===== config.mk =====
export PLATFORM = sky130hd
export DESIGN_NAME = clock_ratio_monitor
export DESIGN_NICKNAME = d
export VERILOG_FILES = /design/src/rtl/clock_ratio_monitor.sv
export SDC_FILE = /design/constraint.sdc
export NUM_CORES = 1
export LEC_CHECK = 0
export CAP_MARGIN = 20
export CORE_MARGIN = 4
export CORE_UTILIZATION = 58
export DETAILED_ROUTE_END_ITERATION = 8
export PLACE_DENSITY = 0.9
export SETUP_SLACK_MARGIN = 0.02
export SYNTH_ARGS = -nofsm -noshare
export SYNTH_HDL_FRONTEND = slang
export SYNTH_SLANG_ARGS = --single-unit
export TNS_END_PERCENT = 1

===== constraint.sdc =====
create_clock -name clk -period 5.5 [get_ports clk]
set_clock_uncertainty 0.2 [all_clocks]
set_input_delay 1.1 -clock clk [delete_from_list [all_inputs] [get_ports clk]]
set_output_delay 1.1 -clock clk [all_outputs]
set_load 0.005 [all_outputs]

===== src/rtl/clock_ratio_monitor.sv =====
// Clock ratio monitor: measures a divided clock in source-clock cycles.
// Ports: clk/resetb, enable, sense, N in; period, high_time, meas_valid, match, locked, stuck out.
module clock_ratio_monitor #(
  parameter int SIZE  = 3,
  parameter int CNT_W = 8
) (
  input  logic             clk,
  input  logic             resetb,
  input  logic             enable,
  input  logic             sense,
  input  logic [SIZE-1:0]  N,
  output logic [CNT_W-1:0] period,
  output logic [CNT_W-1:0] high_time,
  output logic             meas_valid,
  output logic             match,
  output logic             locked,
  output logic             stuck
);

  typedef enum logic [1:0] {
    IDLE,
    ARM,
    MEAS
  } state_t;

  localparam logic [CNT_W-1:0] CMAX = '1;

  state_t           state_q;
  logic             s1_q, s2_q, s3_q;
  logic [CNT_W-1:0] cnt_q, hcnt_q;
  logic [1:0]       lock_q;

  logic             rise;
  logic [CNT_W-1:0] nv, half;
  logic             hit;
  logic [1:0]       lock_d;

  assign rise = s2_q & ~s3_q;

  // Compare the running counters against N; used at the rise.
  always_comb begin
    nv = '0;
    nv[SIZE-1:0] = N;
    half = nv >> 1;
    hit = 1'b0;
    if (nv[CNT_W-1:1] != '0) begin
      if (!nv[0])
        hit = (cnt_q == nv) && (hcnt_q == half);
      else
        hit = (cnt_q == nv) &&
              ((hcnt_q == half) || (hcnt_q == half + 1'b1));
    end
  end

  // Lock count saturates at 2 so locked holds while matches continue.
  always_comb begin
    lock_d = 2'd0;
    if (hit)
      lock_d = (lock_q == 2'd2) ? 2'd2 : lock_q + 2'd1;
  end

  always_ff @(posedge clk or negedge resetb) begin
    if (!resetb) begin
      state_q    <= IDLE;
      s1_q       <= 1'b0;
      s2_q       <= 1'b0;
      s3_q       <= 1'b0;
      cnt_q      <= '0;
      hcnt_q     <= '0;
      lock_q     <= 2'd0;
      period     <= '0;
      high_time  <= '0;
      meas_valid <= 1'b0;
      match      <= 1'b0;
      locked     <= 1'b0;
      stuck      <= 1'b0;
    end else begin
      s1_q       <= sense;
      s2_q       <= s1_q;
      s3_q       <= s2_q;
      meas_valid <= 1'b0;
      if (!enable) begin
        state_q <= IDLE;
        cnt_q   <= '0;
        hcnt_q  <= '0;
        lock_q  <= 2'd0;
        match   <= 1'b0;
        locked  <= 1'b0;
        stuck   <= 1'b0;
      end else begin
        unique case (state_q)
          IDLE: state_q <= ARM;
          ARM: begin
            if (rise) begin
              cnt_q   <= 1;
              hcnt_q  <= 1;
              state_q <= MEAS;
            end
          end
          MEAS: begin
            if (rise) begin
              period     <= cnt_q;
              high_time  <= hcnt_q;
              meas_valid <= 1'b1;
              match      <= hit;
              lock_q     <= lock_d;
              locked     <= (lock_d == 2'd2);
              cnt_q      <= 1;
              hcnt_q     <= 1;
            end else if (cnt_q == CMAX) begin
              // No edge for a full counter span: divider presumed dead.
              stuck   <= 1'b1;
              locked  <= 1'b0;
              match   <= 1'b0;
              lock_q  <= 2'd0;
              state_q <= ARM;
            end else begin
              cnt_q <= cnt_q + 1'b1;
              // s2 stays low from the fall until the next rise.
              if (s2_q && hcnt_q != CMAX)
                hcnt_q <= hcnt_q + 1'b1;
            end
          end
          default: state_q <= IDLE;
        endcase
      end
    end
  end

endmodule

==> results_dict.tcl, run 1 <==
set metrics [dict create \
    initial_utilization_pct 60.65 \
    ff_latch_area_um2 1076 \
    critPathRequiredTime_ns 5.55 \
    detail_route.iter0.violations 207 \
    timing.final.crit_share_pct 54.37 \
    numPortBuffers 26 \
    max-clock-path-buffers 2 \
    worstHoldPathCells 0 \
    post_synth_net_total 213 \
    max_freq_mhz 334.4 \
    postSynth.asyncResetShare_pct 100.0 \
    launch_point_of_the_worst_reg_to_reg_path "s2_q" \
    coreArea_um2 3689 \
    finalCriticalPeriod_ns 2.990 \
    critical_path.max_fanout 4 \
    critical_path.endpoint_type "flop" \
    crit_path_start_kind "primary input" \
    synth_area_per_cell_um2 11.13 \
    final.setup.worst_slack_ns 2.510 \
    synth.cells.most_frequent "43 x dfrtp_1, 12 x mux2_2, 10 x inv_1" \
    h-tree-depth 2 \
    chipHeight_um 70.11 \
    clkLatencyLatePin_ns 0.30 \
    dpl-instance-area_um2 2506 \
    floorplan.die.width_um 70.11 \
    timing_worst_slew_pin_value_ns 0.9256 \
    cts-buffers-inserted 5 \
    ys_dominant_reg_cell "dfrtp_1" \
    power-per-cell-area_nw_per_um2 257.4 \
    power_switching_uw 152.9 \
    final_antenna_net_count 0 \
    multi_input_gate_area_in_the_final_layout_um2 1077 \
    netlist-cell-type-count 53 \
    synthMostInstantiatedCell "dfrtp_1" \
    grt_pass1_vias 1702 \
    synth_edf_count 0 \
    setup.reg_to_reg.worst_slack_ns 2.93 \
    hold_buffers_post_cts 0 \
    netlist.area_leader.share_pct 48.10 \
    hpwlAfterDp_um 3245 \
    num_rows 22 \
    setup.worst_path.class "primary input to flop" \
    num_antenna_cells 0 \
    met2_track_demand_over_resource_in_global_routing_pct 34.63 \
    yosysTopAreaCell "dfrtp_1" \
    endpoint_arrival_time_on_the_critical_path_ns 3.04 \
    detailroute.via_count 1723 \
    post_drt_wl_per_cell_um 17.38 \
    vdd_drop_max_v 0.0002094 \
    status "finished clean" \
    hold_viol_final 0 \
    worstRegToRegCells 4 \
    synthesis.yosys.warnings 0 \
    cts.reportedPaths.clkPinSlew_ns 0.09 \
    fin_area_um2 2643 \
    fraction_of_layout_cells_with_a_size_suffix_above_1_pct 13.78 \
    setup_tns_ns 0 \
    cts_sinks 43 \
    avgViaCountPerCell 6.311 \
    cts-resized-gates 0 \
    finish.net_count 236 \
    grtUsageTotal_pct 20.61 \
    met1_routing_resource_usage_after_global_routing_pct 25.53 \
    layout.filler_cells 275 \
    relSlewSlack_pct 38.29 \
    io-pin-count 27 \
    power.switching_fraction_pct 22.48 \
    internal-power_uw 527.4 \
    leakage_component_of_the_power_nw 1.177 \
    grt_antenna_before_repair 0 \
    met3_usage_pct 4.892 \
    setup_repair_after_global_routing_missed_its_margin "false" \
    cts_tree "done" \
    areaGrowthSynthToFinish_pct 18.12 \
    clock_power_share_pct 43.5 \
    clock-root-buffer "clkbuf_8" \
    combinationalPowerShare_pct 8.0 \
    power.share.sequential_pct 48.5 \
    max_cap_viol_count 0 \
    pre_cts_ws_ns 2.203 \
    hold_path_end "s2_q" \
    r2r-end "lock_q[1]" \
    wirelength_um 4745 \
    globalplace.congestion 0.8611 \
    first_pass_iters 4 \
    syn-instance-count 201 \
    synth_seq_cells 43 \
    setup_viol 0 \
    post-cts-setup-buffers 0 \
    synth-seq-area-share_pct 48.10 \
    drt_drc_violations_left 0 \
    worstHoldStart "s1_q" \
    syn_area_um2 2237 \
    hold_class "flop to flop" \
    grt_max_degree 44 \
    slew_violations 0 \
    overflow 0 \
    global_route.peak_usage_layer "met2" \
    synth.area.top_cells "dfrtp_1 48%, mux2_2 6.0%, ha_1 2.8%, a22o_1 2.7%, mux2_1 2.0%" \
    grt_first_pass_wirelength_um 8073 \
    post-layout-total-power_uw 680.3 \
    floorplan.die_area_um2 4915 \
]
==> how the worst max path moves through the flow <==
stage / from / endpoint / slack, ns / cells past startpoint
floorplan: N[1] / locked / 2.98 / 6
global route: enable / hcnt_q[2] / 2.41 / 5
global placement: N[1] / locked / 2.28 / 7
finish: N[1] / lock_q[1] / 2.51 / 7
CTS: N[1] / lock_q[1] / 2.52 / 7
detailed placement: N[1] / lock_q[1] / 2.20 / 7
==> through the flow <==
step,util (%),hold WS (ns),instances
detailed placement,67.94,0.1347,265
floorplan,-,0.1312,201
global route,71.64,0.1553,273
CTS,71.64,0.1537,273
finish,71.64,0.1519,273
global placement,67.94,0.1313,265
==> critical path, stage by stage <==
cell and delay (ns):
clkdlybuf4s50_1 0.58, inv_1 0.08, ha_1 0.30, xnor2_1 0.13, nand4_1 0.16, a2111oi_4 0.46
a22o_1 0.22
==> final cells by class <==
cell class | count | area share [%]
Multi-Input combinational cell | 138 | 40.77
Sequential cell | 43 | 40.72
Timing Repair Buffer | 26 | 9.659
Clock buffer | 5 | 2.604
Clock inverter | 3 | 2.557
Tap cell | 48 | 2.273
Inverter | 10 | 1.420
==> state kept, by name, summed over array words and instances (netlist names) <==
| register | flops |
|---|---|
| high_time | 8 |
| cnt_q | 8 |
| state_q | 2 |
| s1_q | 1 |
| lock_q | 2 |
| hcnt_q | 8 |
| match | 1 |
| stuck | 1 |
| period | 8 |
| s2_q | 1 |
| meas_valid | 1 |
| locked | 1 |
| s3_q | 1 |
==> cell families after synthesis <==
family / Yosys count / synth area share, %
AOI/OAI and AO/OA: 44 / 16.11
xor gates and xnor gates: 9 / 3.523
adders and majority gates: 5 / 2.796
buffers and inverters: 20 / 3.747
DFF: 43 / 48.10
muxes: 20 / 9.843
and+or+nand+nor: 60 / 15.88
==> metal layers <==
layer,vias to the layer above,wire length (um)
li1,786,-
met1,856,1889
met2,66,2429
met3,15,309
met4,0,116
met5,-,0
==> cells in the final DEF (no fill, tap or decap), types with 3 or more instances in the layout <==
master	instances
dfrtp_1	43
clkdlybuf4s50_1	25
mux2_2	12
inv_1	10
nand2_1	9
nand3_1	8
a22o_1	7
nor2_1	6
and3_1	6
nor3_1	5
o21ai_0	5
xnor2_1	5
nand4_1	5
ha_1	5
clkbuf_8	5
nor2b_1	4
mux2_1	4
xor2_1	4
nand2b_1	4
mux2i_1	4
a21o_1	3
a22oi_1	3
o211ai_1	3
nor4_1	3
==> power groups by stage <==
stage          Combinational [mW]  Clock (mW)  Sequential (mW)
5_1_grt                    0.0611       0.315            0.331
4_1_cts                    0.0549       0.301            0.330
3_5_place_dp               0.0545           0            0.336
6_report                   0.0546       0.296            0.330
2_1_floorplan              0.0334           0            0.334
3_3_place_gp               0.0530           0            0.336
Note: power is estimated with default switching activity, not from simulation.
==> inputs of run 2 (changes only) <==
- CORE_UTILIZATION: 58 -> 55
- PLACE_DENSITY: 0.9 -> 0.86
- clock period: 5.5 -> 2.8 ns (I/O delays scaled with it)
==> results_dict.tcl, run 2 (synthesis results as in run 1) <==
set metrics [dict create \
    floorplan.die_area_um2 5152 \
    drt_drc_violations_left 0 \
    layout.filler_cells 304 \
    power-per-cell-area_nw_per_um2 438.9 \
    final_antenna_net_count 0 \
    status "finished clean" \
    first_pass_iters 5 \
    clkLatencyLatePin_ns 0.29 \
    areaGrowthSynthToFinish_pct 18.29 \
    cts-resized-gates 0 \
    finish.cell_count_without_fillers 279 \
    combinationalPowerShare_pct 9.9 \
    wirelength_um 4807 \
    num_rows 22 \
    finalCriticalPeriod_ns 2.420 \
    clock_power_share_pct 34.4 \
    cts-buffers-inserted 5 \
    max_freq_mhz 413.2 \
    critical_path.endpoint_type "flop" \
    detail_route.iter0.violations 158 \
    floorplan.die.width_um 71.78 \
    placed_cells 272 \
    critPathMaxStageDelay_ns 0.56 \
    setup_viol 0 \
    overflow 0 \
    timing.final.crit_share_pct 86.44 \
    hold_class "flop to flop" \
    hold_viol_final 0 \
    cts_tree "done" \
    crit_family "compound AO/OA/AOI/OAI gates" \
    chipHeight_um 71.78 \
    grt_antenna_before_repair 0 \
    critical_path.max_fanout 4 \
    timing_worst_slew_pin_value_ns 0.9334 \
    critPathRequiredTime_ns 2.83 \
    io-pin-count 27 \
    avgViaCountPerCell 6.151 \
    crit_path_start_kind "primary input" \
    grt_pass1_vias 1662 \
    post-cts-setup-buffers 0 \
    worst-path-buf-inv 2 \
    power.switching_fraction_pct 24.35 \
    setup_repair_after_global_routing_missed_its_margin "false" \
    cts_sinks 43 \
    h-tree-depth 2 \
    max_cap_viol_count 0 \
    detailroute.via_count 1716 \
    power.share.sequential_pct 55.8 \
    clock-root-buffer "clkbuf_8" \
    initial_utilization_pct 58.89 \
    setup.worst_path.class "primary input to flop" \
    finish.net_count 243 \
    num_antenna_cells 0 \
    vdd_drop_max_v 0.0003356 \
    hpwlAfterDp_um 3348 \
    relSlewSlack_pct 37.78 \
    power_switching_uw 282.8 \
    hold_buffers_post_cts 0 \
    numPortBuffers 26 \
    grt_max_degree 44 \
    final_cell_mix "43 x dfrtp_1, 25 x clkdlybuf4s50_1, 12 x mux2_2" \
    fraction_of_layout_cells_with_a_size_suffix_above_1_pct 16.02 \
    cpMaxStageDelayCell "clkdlybuf4s50_1" \
    internal-power_uw 878.6 \
    critical_path.cell_chain "clkdlybuf4s50_1, inv_1, ha_1, xnor2_1, nand4_1, a2111oi_4, a32o_1" \
    max-clock-path-buffers 2 \
    grtUsageTotal_pct 20.27 \
    endpoint_arrival_time_on_the_critical_path_ns 2.45 \
    post_drt_wl_per_cell_um 17.23 \
    grt_first_pass_wirelength_um 8231 \
    coreArea_um2 3799 \
    leakage_component_of_the_power_nw 1.195 \
    final_common_cell "dfrtp_1" \
    setup_tns_ns 0 \
    slew_violations 0 \
    cts.reportedPaths.clkPinSlew_ns 0.07 \
    globalplace.congestion 0.8894 \
]
[run 2: cell types whose count changed in the layout (fill, tap and decap cells not counted), sizes merged]
| cell | change |
|---|---|
| buf | +7 |
| bufinv | -2 |
| clkbuf | +1 |
| clkinv | +1 |
| clkinvlp | -1 |
[run 2: worst paths after layout]
| path | start | to | slack, ns | cells after the start |
|---|---|---|---|---|
| hold reg to reg | s1_q | s2_q | 0.15 | 0 |
| min in group asynchronous | resetb | hcnt_q[2] | 0.20 | 1 |
| setup reg to reg | cnt_q[0] | hcnt_q[0] | 0.45 | 5 |
| setup / recovery | N[1] | locked | 0.38 | 7 |
| max in group asynchronous | resetb | cnt_q[0] | 1.61 | 1 |
| hold / removal | s1_q | s2_q | 0.15 | 0 |
[run 2: final cells by class]
type / count / area [um2] / share of cell area (%)
Multi-Input combinational cell: 138 / 1077 / 40.71
Tap cell: 48 / 60.06 / 2.270
Clock inverter: 1 / 5.005 / 0.1891
Timing Repair Buffer: 33 / 307.8 / 11.63
Clock buffer: 6 / 82.58 / 3.121
Inverter: 10 / 37.54 / 1.418
Sequential cell: 43 / 1076 / 40.66
[run 2: layer usage]
layer,vias up,GRT usage [%],wire (um)
met4,0,5.637,89
met3,15,4.348,274
li1,800,-,-
met5,-,0,0
met1,840,27.35,2040
met2,61,32.96,2403
[run 2: per-stage QoR]
step	total power [mW]	util (%)	cell area [um2]	worst slack, ns	hold slack [ns]
after detailed placement	0.7728	67.36	2559	0.05812	0.1347
after floorplan	0.7215	-	2237	0.8231	0.06441
after global routing	1.210	69.66	2646	0.2380	0.1587
final	1.161	69.66	2646	0.3797	0.1510
after CTS	1.167	69.66	2646	0.3663	0.1525
after global placement	0.7681	67.36	2559	0.1249	0.1320
[run 2: power groups by stage]
stage	clock network, mW	logic [mW]	registers, mW
floorplan	0	0.0656	0.656
global placement	0	0.109	0.659
detailed placement	0	0.113	0.660
CTS	0.404	0.116	0.647
global route	0.434	0.127	0.649
finish	0.399	0.115	0.647
==> inputs of run 3 (changes only) <==
==> constraint.sdc (replaced) <==
create_clock -name clk -period 2.8 [get_ports clk]
set_clock_uncertainty 0.2 [all_clocks]
set_input_delay 0.84 -clock clk [delete_from_list [all_inputs] [get_ports clk]]
set_output_delay 0.84 -clock clk [all_outputs]
set_load 0.005 [all_outputs]
==> results_dict.tcl, run 3 (synthesis results as in run 1) <==
set metrics [dict create \
    status "finished clean" \
    max_cap_viol_count 0 \
    critPathRequiredTime_ns 2.83 \
    final_common_cell "dfrtp_1" \
    setup.worst_path.class "primary input to flop" \
    hold_buffers_post_cts 0 \
    vdd_drop_max_v 0.0002863 \
    post-layout-total-power_mw 1.255 \
    num_antenna_cells 0 \
    initial_utilization_pct 58.89 \
    finalCriticalPeriod_ns 2.640 \
    combinationalPowerShare_pct 9.5 \
    final_antenna_net_count 0 \
    launch_point_of_the_worst_reg_to_reg_path "cnt_q[0]" \
    dpl-instance-area_um2 2596 \
    floorplan.die.width_um 71.78 \
    globalplace.congestion 0.8731 \
    hold_viol_final 0 \
    floorplan.die_area_um2 5152 \
    hold_path_end "s2_q" \
    worstHoldStart "s1_q" \
    internal-power_uw 977.7 \
    fraction_of_layout_cells_with_a_size_suffix_above_1_pct 18.14 \
    leakage_component_of_the_power_nw 1.233 \
    pre_cts_ws_ns -0.1441 \
    critical_path.max_fanout 4 \
    power_switching_uw 277.5 \
    placed_cells 277 \
    num_rows 22 \
    grtUsageTotal_pct 19.63 \
    post_drt_wl_per_cell_um 15.94 \
    fin_area_um2 2714 \
    setup_tns_ns 0 \
    grt_pass1_vias 1684 \
    cts-buffers-inserted 5 \
    detail_route.iter0.violations 200 \
    cts-resized-gates 0 \
    slew_violations 0 \
    setup.reg_to_reg.worst_slack_ns 0.42 \
    chipHeight_um 71.78 \
    grt_antenna_before_repair 0 \
    grt_max_degree 44 \
    relSlewSlack_pct 51.01 \
    max_freq_mhz 378.8 \
    overflow 0 \
    clock_power_share_pct 39.0 \
    numPortBuffers 26 \
    post_route_utilization_pct 71.44 \
    finish.net_count 248 \
    power.switching_fraction_pct 22.11 \
    cts_sinks 43 \
    setup_viol 0 \
    coreArea_um2 3799 \
    finish.cell_count_without_fillers 285 \
    grt_first_pass_wirelength_um 7976 \
    detailroute.via_count 1717 \
    power.share.sequential_pct 51.6 \
    layout.filler_cells 282 \
    setup_repair_after_global_routing_missed_its_margin "false" \
    areaGrowthSynthToFinish_pct 21.31 \
    max-clock-path-buffers 2 \
    cts.reportedPaths.clkPinSlew_ns 0.08 \
    worstHoldPathCells 0 \
    r2r-end "cnt_q[1]" \
    clock-root-buffer "clkbuf_8" \
    hold_class "flop to flop" \
    critical_path.endpoint_type "flop" \
    hold-worst-slack_ns 0.1499 \
    avgViaCountPerCell 6.025 \
    crit_path_start_kind "primary input" \
    timing_worst_slew_pin_value_ns 0.7348 \
    timing.final.crit_share_pct 94.29 \
    wirelength_um 4544 \
    h-tree-depth 2 \
    first_pass_iters 4 \
    clkLatencyLatePin_ns 0.29 \
    io-pin-count 27 \
    drt_drc_violations_left 0 \
    final.setup.worst_slack_ns 0.1598 \
    worstRegToRegCells 5 \
    power-per-cell-area_nw_per_um2 462.5 \
    endpoint_arrival_time_on_the_critical_path_ns 2.67 \
    cts_tree "done" \
    post-cts-setup-buffers 0 \
    final_cell_mix "43 x dfrtp_1, 25 x clkdlybuf4s50_1, 12 x mux2_2, 12 x buf_4, 10 x inv_1" \
    hpwlAfterDp_um 3250 \
]
[run 3: changes by cell type in the layout (fill, tap and decap cells not counted)]
| cell | delta |
|---|---|
| buf_4 | +5 |
| bufinv_16 | +1 |
[run 3: worst max-delay path by stage]
stage,slack [ns],cells after the start,from,end
2_1_floorplan,0.54,6,N[1],locked
3_3_place_gp,-0.11,7,N[1],locked
3_5_place_dp,-0.14,7,N[1],locked
4_1_cts,0.16,7,N[1],locked
5_1_grt,0.05,7,N[1],locked
6_report,0.16,7,N[1],locked
[run 3: cell type report]
cell class,count,area [um2],share of cell area [%]
Clock buffer,6,82.58,3.043
Tap cell,48,60.06,2.213
Inverter,10,37.54,1.383
Sequential cell,43,1076,39.65
Clock inverter,2,35.03,1.291
Multi-Input combinational cell,138,1077,39.70
Timing Repair Buffer,38,345.3,12.72
[run 3: critical path: stages]
cell and delay, ns:
clkdlybuf4s50_1 0.52, inv_1 0.06, ha_1 0.30, xnor2_1 0.14, nand4_1 0.16, a2111oi_4 0.43
a32o_1 0.22
[run 3: per-layer routing]
layer / share of wire (%) / GRT usage [%] / vias to the layer above / routed length (um)
met5: 0 / 0 / - / 0
met4: 0.64 / 7.098 / 0 / 29
met3: 5.9 / 4.909 / 4 / 267
met2: 50 / 32.24 / 58 / 2294
met1: 43 / 25.07 / 842 / 1952
li1: - / - / 813 / -
[run 3: power groups by stage]
stage	clock, mW	sequential [mW]	combinational (mW)
2_1_floorplan	0	0.656	0.0656
3_3_place_gp	0	0.659	0.115
3_5_place_dp	0	0.659	0.118
4_1_cts	0.501	0.647	0.120
5_1_grt	0.532	0.649	0.131
6_report	0.489	0.647	0.119
